--- src/rtl/vending_ctrl_multi_if.sv ---
// Vending controller bus: coin acceptor / keypad inputs and
// product / coin ejector outputs, grouped for port binding.
interface vending_ctrl_multi_if #(
   parameter int NUM_PROD = 4,
   parameter int TOT_W    = 6,
   parameter int SEL_W    = (NUM_PROD > 1) ? $clog2(NUM_PROD) : 1
);
   logic [3:0]          coin;
   logic                coin_insert;
   logic [SEL_W-1:0]    product_sel;
   logic                dispense_req;
   logic                cancel;
   logic                restock;
   logic [TOT_W-1:0]    total;
   logic [TOT_W-1:0]    change;
   logic [3:0]          change_coin;
   logic                change_valid;
   logic                dispense;
   logic [SEL_W-1:0]    dispensed_id;
   logic [NUM_PROD-1:0] sold_out;
   logic [2:0]          state;
   logic [1:0]          error;

   modport master (
      output coin, coin_insert, product_sel,
      output dispense_req, cancel, restock,
      input  total, change, change_coin, change_valid,
      input  dispense, dispensed_id, sold_out, state, error
   );

   modport slave (
      input  coin, coin_insert, product_sel,
      input  dispense_req, cancel, restock,
      output total, change, change_coin, change_valid,
      output dispense, dispensed_id, sold_out, state, error
   );
endinterface

--- src/rtl/vending_ctrl_multi.sv ---
// Multi-product vending controller with per-product stock,
// cancel/timeout refund and a greedy 10/5/1 coin change-out.
module vending_ctrl_multi #(
   parameter int NUM_PROD   = 4,
   parameter int PRICE_STEP = 5,
   parameter int TOT_W      = 6,
   parameter int STOCK_W    = 4,
   parameter int INIT_STOCK = 3,
   parameter int TIMEOUT    = 200
) (
   input logic                clk,
   input logic                rst,
   vending_ctrl_multi_if.slave bus
);
   localparam int SEL_W     = (NUM_PROD > 1) ? $clog2(NUM_PROD) : 1;
   localparam int MAX_TOTAL = (2 ** TOT_W) - 1;
   localparam int TMO_W     = $clog2(TIMEOUT + 1);

   typedef enum logic [2:0] {
      IDLE     = 3'd0,
      ACCEPT   = 3'd1,
      CHECK    = 3'd2,
      DISPENSE = 3'd3,
      CHANGE   = 3'd4
   } state_t;

   state_t st, st_n;

   logic [TOT_W-1:0]   total_q, total_n;
   logic [TOT_W-1:0]   change_q, change_n;
   logic [TOT_W-1:0]   rem_q, rem_n;
   logic [3:0]         coin_q, coin_n;
   logic [3:0]         ccoin_q, ccoin_n;
   logic               cv_q, cv_n;
   logic               disp_q, disp_n;
   logic [SEL_W-1:0]   id_q, id_n;
   logic [1:0]         err_q, err_n;
   logic [TMO_W-1:0]   tmo_q, tmo_n;
   logic [STOCK_W-1:0] stock_q [NUM_PROD];
   logic [STOCK_W-1:0] stock_n [NUM_PROD];

   logic [TOT_W:0]     sum;
   logic               coin_ok;
   logic               sel_ok;
   logic               event_in;
   logic [TOT_W-1:0]   price_sel;
   logic [NUM_PROD-1:0] sold;

   // Largest coin that still fits into the amount left to return.
   function automatic logic [3:0] pick(input logic [TOT_W-1:0] r);
      if (r >= TOT_W'(10))
         return 4'd10;
      else if (r >= TOT_W'(5))
         return 4'd5;
      else
         return 4'd1;
   endfunction

   assign sum       = {1'b0, total_q} + (TOT_W + 1)'(coin_q);
   assign coin_ok   = (coin_q == 4'd1) || (coin_q == 4'd5)
                   || (coin_q == 4'd10);
   assign sel_ok    = int'(bus.product_sel) < NUM_PROD;
   assign event_in  = bus.cancel | bus.dispense_req | bus.coin_insert;
   assign price_sel = TOT_W'(PRICE_STEP * (int'(bus.product_sel) + 1));

   // Next-state and next-output decode for the whole controller.
   always_comb begin
      st_n     = st;
      total_n  = total_q;
      change_n = change_q;
      rem_n    = rem_q;
      coin_n   = coin_q;
      ccoin_n  = 4'd0;
      cv_n     = 1'b0;
      disp_n   = 1'b0;
      id_n     = id_q;
      err_n    = err_q;
      tmo_n    = '0;
      stock_n  = stock_q;
      unique case (st)
         IDLE: begin
            if (bus.restock) begin
               for (int i = 0; i < NUM_PROD; i++)
                  stock_n[i] = STOCK_W'(INIT_STOCK);
            end
            if (bus.coin_insert) begin
               coin_n = bus.coin;
               st_n   = ACCEPT;
            end
         end
         ACCEPT: begin
            if (!coin_ok) begin
               err_n = 2'd1;
            end else if (sum > (TOT_W + 1)'(MAX_TOTAL)) begin
               err_n = 2'd3;
            end else begin
               total_n = sum[TOT_W-1:0];
               err_n   = 2'd0;
            end
            st_n = (total_n != '0) ? CHECK : IDLE;
         end
         CHECK: begin
            if (bus.cancel ||
                (!event_in && tmo_q == TMO_W'(TIMEOUT - 1))) begin
               change_n = total_q;
               total_n  = '0;
               if (total_q != '0) begin
                  ccoin_n = pick(total_q);
                  cv_n    = 1'b1;
                  rem_n   = total_q - TOT_W'(pick(total_q));
                  st_n    = CHANGE;
               end else begin
                  st_n = IDLE;
               end
            end else if (bus.dispense_req) begin
               if (!sel_ok || stock_q[bus.product_sel] == '0) begin
                  err_n = 2'd3;
               end else if (total_q < price_sel) begin
                  err_n = 2'd2;
               end else begin
                  disp_n   = 1'b1;
                  id_n     = bus.product_sel;
                  stock_n[bus.product_sel] =
                     stock_q[bus.product_sel] - STOCK_W'(1);
                  change_n = total_q - price_sel;
                  rem_n    = total_q - price_sel;
                  total_n  = '0;
                  err_n    = 2'd0;
                  st_n     = DISPENSE;
               end
            end else if (bus.coin_insert) begin
               coin_n = bus.coin;
               st_n   = ACCEPT;
            end else begin
               tmo_n = tmo_q + TMO_W'(1);
            end
         end
         DISPENSE, CHANGE: begin
            if (rem_q != '0) begin
               ccoin_n = pick(rem_q);
               cv_n    = 1'b1;
               rem_n   = rem_q - TOT_W'(pick(rem_q));
               st_n    = CHANGE;
            end else begin
               st_n = IDLE;
            end
         end
         default: st_n = IDLE;
      endcase
   end

   // State and output registers; reset discards any pending change.
   always_ff @(posedge clk or negedge rst) begin
      if (!rst) begin
         st       <= IDLE;
         total_q  <= '0;
         change_q <= '0;
         rem_q    <= '0;
         coin_q   <= '0;
         ccoin_q  <= '0;
         cv_q     <= 1'b0;
         disp_q   <= 1'b0;
         id_q     <= '0;
         err_q    <= '0;
         tmo_q    <= '0;
         for (int i = 0; i < NUM_PROD; i++)
            stock_q[i] <= STOCK_W'(INIT_STOCK);
      end else begin
         st       <= st_n;
         total_q  <= total_n;
         change_q <= change_n;
         rem_q    <= rem_n;
         coin_q   <= coin_n;
         ccoin_q  <= ccoin_n;
         cv_q     <= cv_n;
         disp_q   <= disp_n;
         id_q     <= id_n;
         err_q    <= err_n;
         tmo_q    <= tmo_n;
         stock_q  <= stock_n;
      end
   end

   // Sold-out flags follow the registered stock counters.
   always_comb begin
      sold = '0;
      for (int i = 0; i < NUM_PROD; i++)
         sold[i] = (stock_q[i] == '0);
   end

   assign bus.total        = total_q;
   assign bus.change       = change_q;
   assign bus.change_coin  = ccoin_q;
   assign bus.change_valid = cv_q;
   assign bus.dispense     = disp_q;
   assign bus.dispensed_id = id_q;
   assign bus.sold_out     = sold;
   assign bus.state        = st;
   assign bus.error        = err_q;
endmodule

--- src/flat_wrapper.sv ---
// flat-port wrapper written by rule: the top's interface ports become plain ports
module vending_ctrl_multi_flat 
#(
   parameter int NUM_PROD   = 4,
   parameter int PRICE_STEP = 5,
   parameter int TOT_W      = 6,
   parameter int STOCK_W    = 4,
   parameter int INIT_STOCK = 3,
   parameter int TIMEOUT    = 200
)
  (clk, rst, bus_coin, bus_coin_insert, bus_product_sel, bus_dispense_req, bus_cancel, bus_restock, bus_total, bus_change, bus_change_coin, bus_change_valid, bus_dispense, bus_dispensed_id, bus_sold_out, bus_state, bus_error);
  vending_ctrl_multi_if #(.NUM_PROD(NUM_PROD), .TOT_W(TOT_W)) bus_i ();
  input logic clk;
  input logic rst;
  input wire logic [$bits(bus_i.coin)-1:0] bus_coin;
  input wire logic [$bits(bus_i.coin_insert)-1:0] bus_coin_insert;
  input wire logic [$bits(bus_i.product_sel)-1:0] bus_product_sel;
  input wire logic [$bits(bus_i.dispense_req)-1:0] bus_dispense_req;
  input wire logic [$bits(bus_i.cancel)-1:0] bus_cancel;
  input wire logic [$bits(bus_i.restock)-1:0] bus_restock;
  output wire logic [$bits(bus_i.total)-1:0] bus_total;
  output wire logic [$bits(bus_i.change)-1:0] bus_change;
  output wire logic [$bits(bus_i.change_coin)-1:0] bus_change_coin;
  output wire logic [$bits(bus_i.change_valid)-1:0] bus_change_valid;
  output wire logic [$bits(bus_i.dispense)-1:0] bus_dispense;
  output wire logic [$bits(bus_i.dispensed_id)-1:0] bus_dispensed_id;
  output wire logic [$bits(bus_i.sold_out)-1:0] bus_sold_out;
  output wire logic [$bits(bus_i.state)-1:0] bus_state;
  output wire logic [$bits(bus_i.error)-1:0] bus_error;
  assign bus_i.coin = bus_coin;
  assign bus_i.coin_insert = bus_coin_insert;
  assign bus_i.product_sel = bus_product_sel;
  assign bus_i.dispense_req = bus_dispense_req;
  assign bus_i.cancel = bus_cancel;
  assign bus_i.restock = bus_restock;
  assign bus_total = bus_i.total;
  assign bus_change = bus_i.change;
  assign bus_change_coin = bus_i.change_coin;
  assign bus_change_valid = bus_i.change_valid;
  assign bus_dispense = bus_i.dispense;
  assign bus_dispensed_id = bus_i.dispensed_id;
  assign bus_sold_out = bus_i.sold_out;
  assign bus_state = bus_i.state;
  assign bus_error = bus_i.error;
  vending_ctrl_multi #(.NUM_PROD(NUM_PROD), .PRICE_STEP(PRICE_STEP), .TOT_W(TOT_W), .STOCK_W(STOCK_W), .INIT_STOCK(INIT_STOCK), .TIMEOUT(TIMEOUT)) u_core (.clk(clk), .rst(rst), .bus(bus_i));
endmodule
--- config.mk ---
export PLATFORM = sky130hd
export DESIGN_NAME = vending_ctrl_multi_flat
export DESIGN_NICKNAME = d
export VERILOG_FILES = /design/src/rtl/vending_ctrl_multi_if.sv /design/src/rtl/vending_ctrl_multi.sv /design/src/flat_wrapper.sv
export SDC_FILE = /design/constraint.sdc
export NUM_CORES = 1
export LEC_CHECK = 0
export ABC_AREA = 1
export BUFFER_PORTS_ARGS = -buffer_cell sky130_fd_sc_hd__buf_4
export CAP_MARGIN = 10
export CORE_MARGIN = 4
export CORE_UTILIZATION = 30
export CTS_BUF_LIST = sky130_fd_sc_hd__clkbuf_2
export DETAILED_ROUTE_END_ITERATION = 8
export PLACE_DENSITY = 0.53
export SETUP_SLACK_MARGIN = 0.15
export SLEW_MARGIN = 10
export SYNTH_ARGS = -nofsm -noshare
export SYNTH_HDL_FRONTEND = slang
export SYNTH_SLANG_ARGS = --single-unit
export TNS_END_PERCENT = 1
--- constraint.sdc ---
create_clock -name clk -period 2.6 [get_ports clk]
set_input_delay 0.13 -clock clk [delete_from_list [all_inputs] [get_ports clk]]
set_output_delay 0.13 -clock clk [all_outputs]
set_load 0.1 [all_outputs]
==> results.toml <==
[global_routing]
overflow = 0
grt_pass1_wl_um = 19110
antenna_found_initial = 1
grt_pass1_vias = 3848
grt_max_degree = 59
grt_usage_pct = 14.67

[final_layout]
design_area_um2 = 4942
fill_cells = 1493
nets = 696
final_layout_size_suffix_gt1_share_pct = 18.82
syn2layout_area_growth_pct = 17.42

[critical_path]
path_class = "in -> reg"
start_kind = "input port"
max_stage_delay_ns = 0.54
cp_max_fo = 9
arrival_ns = 2.77
critPathRequiredTime_ns = 3.00
path_cells = "dlygate4sd3_1, buf_4, inv_2, ha_1, inv_1, ha_1, a21oi_1, nand2b_1, nand3_1, nand2_4, nand3_2, nand2_4, inv_2, nand2_1, nand2_1"
slowest_stage = "dlygate4sd3_1"
end_kind = "flip-flop"
setup.worst_path.start = "bus_product_sel[1]"
r2r_start = "u_core.bus.total[0]"

[timing]
report.final.hold_viol_count = 0
fin_skew_ns = 0.02774
finalSetupViolCount = 0
slew_headroom_pct = 48.58
slew_viol_final = 0
max_slew.worst_pin.slew_ns = 0.7713
clock.fmax_ghz = 0.4205
fin_crit_ns = 2.378
timing.final.crit_share_pct = 91.46
rsz0062_at_grt = "true"

[synth]
synth_top_cell_area_share_pct = 29.73
yosysWarnings = 0
yosysUniqueCellTypes = 38
synthArstFlopShare_pct = 100.0
synthCells = 590
syn_area_um2 = 4209
syn_area_per_cell_um2 = 7.134
synth_seq_cells = 58
syn_nets = 632
synth_edf_count = 0
ys_seq_area_share_pct = 34.72
synthTopCellsByArea = "dfrtp_1 (30%), nand2_1 (16%), ha_1 (7.7%)"
synthFlopType = "dfrtp_1"
yosysMostFrequentCell = "nand2_1"
synth.top_cells.by_count = "nand2_1 (182), inv_1 (65), nand3_1 (56)"
synth_largest_area_cell = "dfrtp_1"

[clock_tree]
ctsLongestPathBuffers = 2
tritoncts = "built"
insertion_delay_ns = 0.51
cts_root_buffer = "clkbuf_2"
htreeDepth = 3
cts.sinks = 58
cts_buffers = 9
clkTransAtPathRegs_ns = 0.15

[floorplan]
die-area_um2 = 15990
die_x_um = 126.5
start_util_pct = 30.44
die_y_um = 126.5
rows = 43
design.portCount = 41
core-area_um2 = 13830

[placement]
post_dp_cell_area_um2 = 4751
dp_hpwl_um = 8651
io_buffers = 40
place_congestion = 0.8898

[run]
drv_cap = 0

[detailed_routing]
drc_errors = 0
first_pass_iters = 7
drt_iter0_markers = 227
ant_nets = 0
wire_per_inst_um = 13.37
wl_um = 11230
via_per_inst = 4.729
vias = 3972

[outcome]
status = "completed"

[worst_hold_path]
hp-class = "in -> reg"
worst_hold_startpoint = "bus_product_sel[0]"
## layer usage
metal	vias up	global-route usage, %	routed length, um
met1	1854	20.12	5518
li1	2032	-	-
met5	-	0	0
met4	0	4.606	184
met3	17	3.158	409
met2	69	23.16	5119
## critical path: cells and delay by family
family / cells / cell delay, ns
adders and majority gates: 2 / 0.57
buffers and inverters: 5 / 1.06
and+or+nand+nor: 7 / 0.79
AOI/OAI and AO/OA: 1 / 0.21
## worst paths after layout
| check | depth (start not counted) | slack, ns | endpoint |
|---|---|---|---|
| setup / recovery | 15 | 0.22 | u_core.rem_q[1] |
| hold / removal | 4 | 0.17 | u_core.bus.dispensed_id[0] |
| setup reg to reg | 12 | 0.35 | u_core.rem_q[1] |
| hold reg to reg | 2 | 0.48 | u_core.stock_q[13] |
| max in group asynchronous | 2 | 1.86 | u_core.tmo_q[0] |
| min in group asynchronous | 2 | 0.21 | u_core.stock_q[2] |
## logic make-up after synthesis
logic type                 synth area share (%)
and+or+nand+nor                           37.43
AOI/OAI and AO/OA                         7.878
buffers and inverters                     8.680
adders and majority gates                 9.631
DFF                                       34.72
xor gates and xnor gates                  1.665
## final cells by class
class	instances	area (um^2)	share of cell area, %
Sequential cell	58	1461	29.57
Inverter	76	285.3	5.772
Multi-Input combinational cell	446	2391	48.38
Antenna cell	1	2.502	0.05063
Clock buffer	15	75.07	1.519
Tap cell	180	225.2	4.557
Clock inverter	1	3.754	0.07595
Timing Repair Buffer	63	498.0	10.08
## timing repair
action,in CTS,in global routing
hold buffers,10,0
hold endpoints to repair,65,0
buffers inserted,0,1
setup endpoints to repair,0,6
resized for setup,0,2
## metrics by stage
| stage | setup TNS, ns | cells | setup slack [ns] | util (%) | hold slack [ns] |
|---|---|---|---|---|---|
| after floorplan | -3.790 | 590 | -0.8047 | - | -0.1656 |
| after global placement | 0 | 812 | 0.2794 | 34.36 | 0.2577 |
| after detailed placement | 0 | 812 | 0.2481 | 34.36 | 0.2703 |
| after CTS | 0 | 838 | 0.2524 | 35.65 | 0.1038 |
| after global routing | 0 | 840 | 0.09912 | 35.74 | 0.1261 |
| final | 0 | 840 | 0.2219 | 35.74 | 0.1686 |
## registers in the layout (all words and copies together), names as in the netlist, 3 cells and up
signal and count:
u_core.tmo_q 8, u_core.bus.change_coin 3, u_core.bus.change 6, u_core.bus.total 6, u_core.coin_q 4, u_core.rem_q 6, u_core.bus.state 3, u_core.stock_q 16
## cells in the final DEF (no fill, tap or decap), types with 2 or more instances in the layout
cell	instances
xor2_1	5
nor2_4	2
clkbuf_2	15
nand2_4	3
nor2_1	53
inv_1	65
nand4_1	13
a21oi_1	18
nor4_1	3
nand2_2	13
o21ai_1	12
buf_4	53
or2_2	5
inv_2	11
nand2_1	182
o21ai_0	16
nor2_2	3
dfrtp_1	50
fa_1	4
a21oi_2	3
nor3b_1	2
o22ai_1	2
ha_1	26
o21a_1	3
dlygate4sd3_1	10
dfstp_2	8
nor3_1	5
nand3_2	5
nand3_1	56
xnor2_1	3
Power is left out: the tool's default activity adds up to more than one toggle a clock period on the data nets, which glitch-free logic cannot reach.
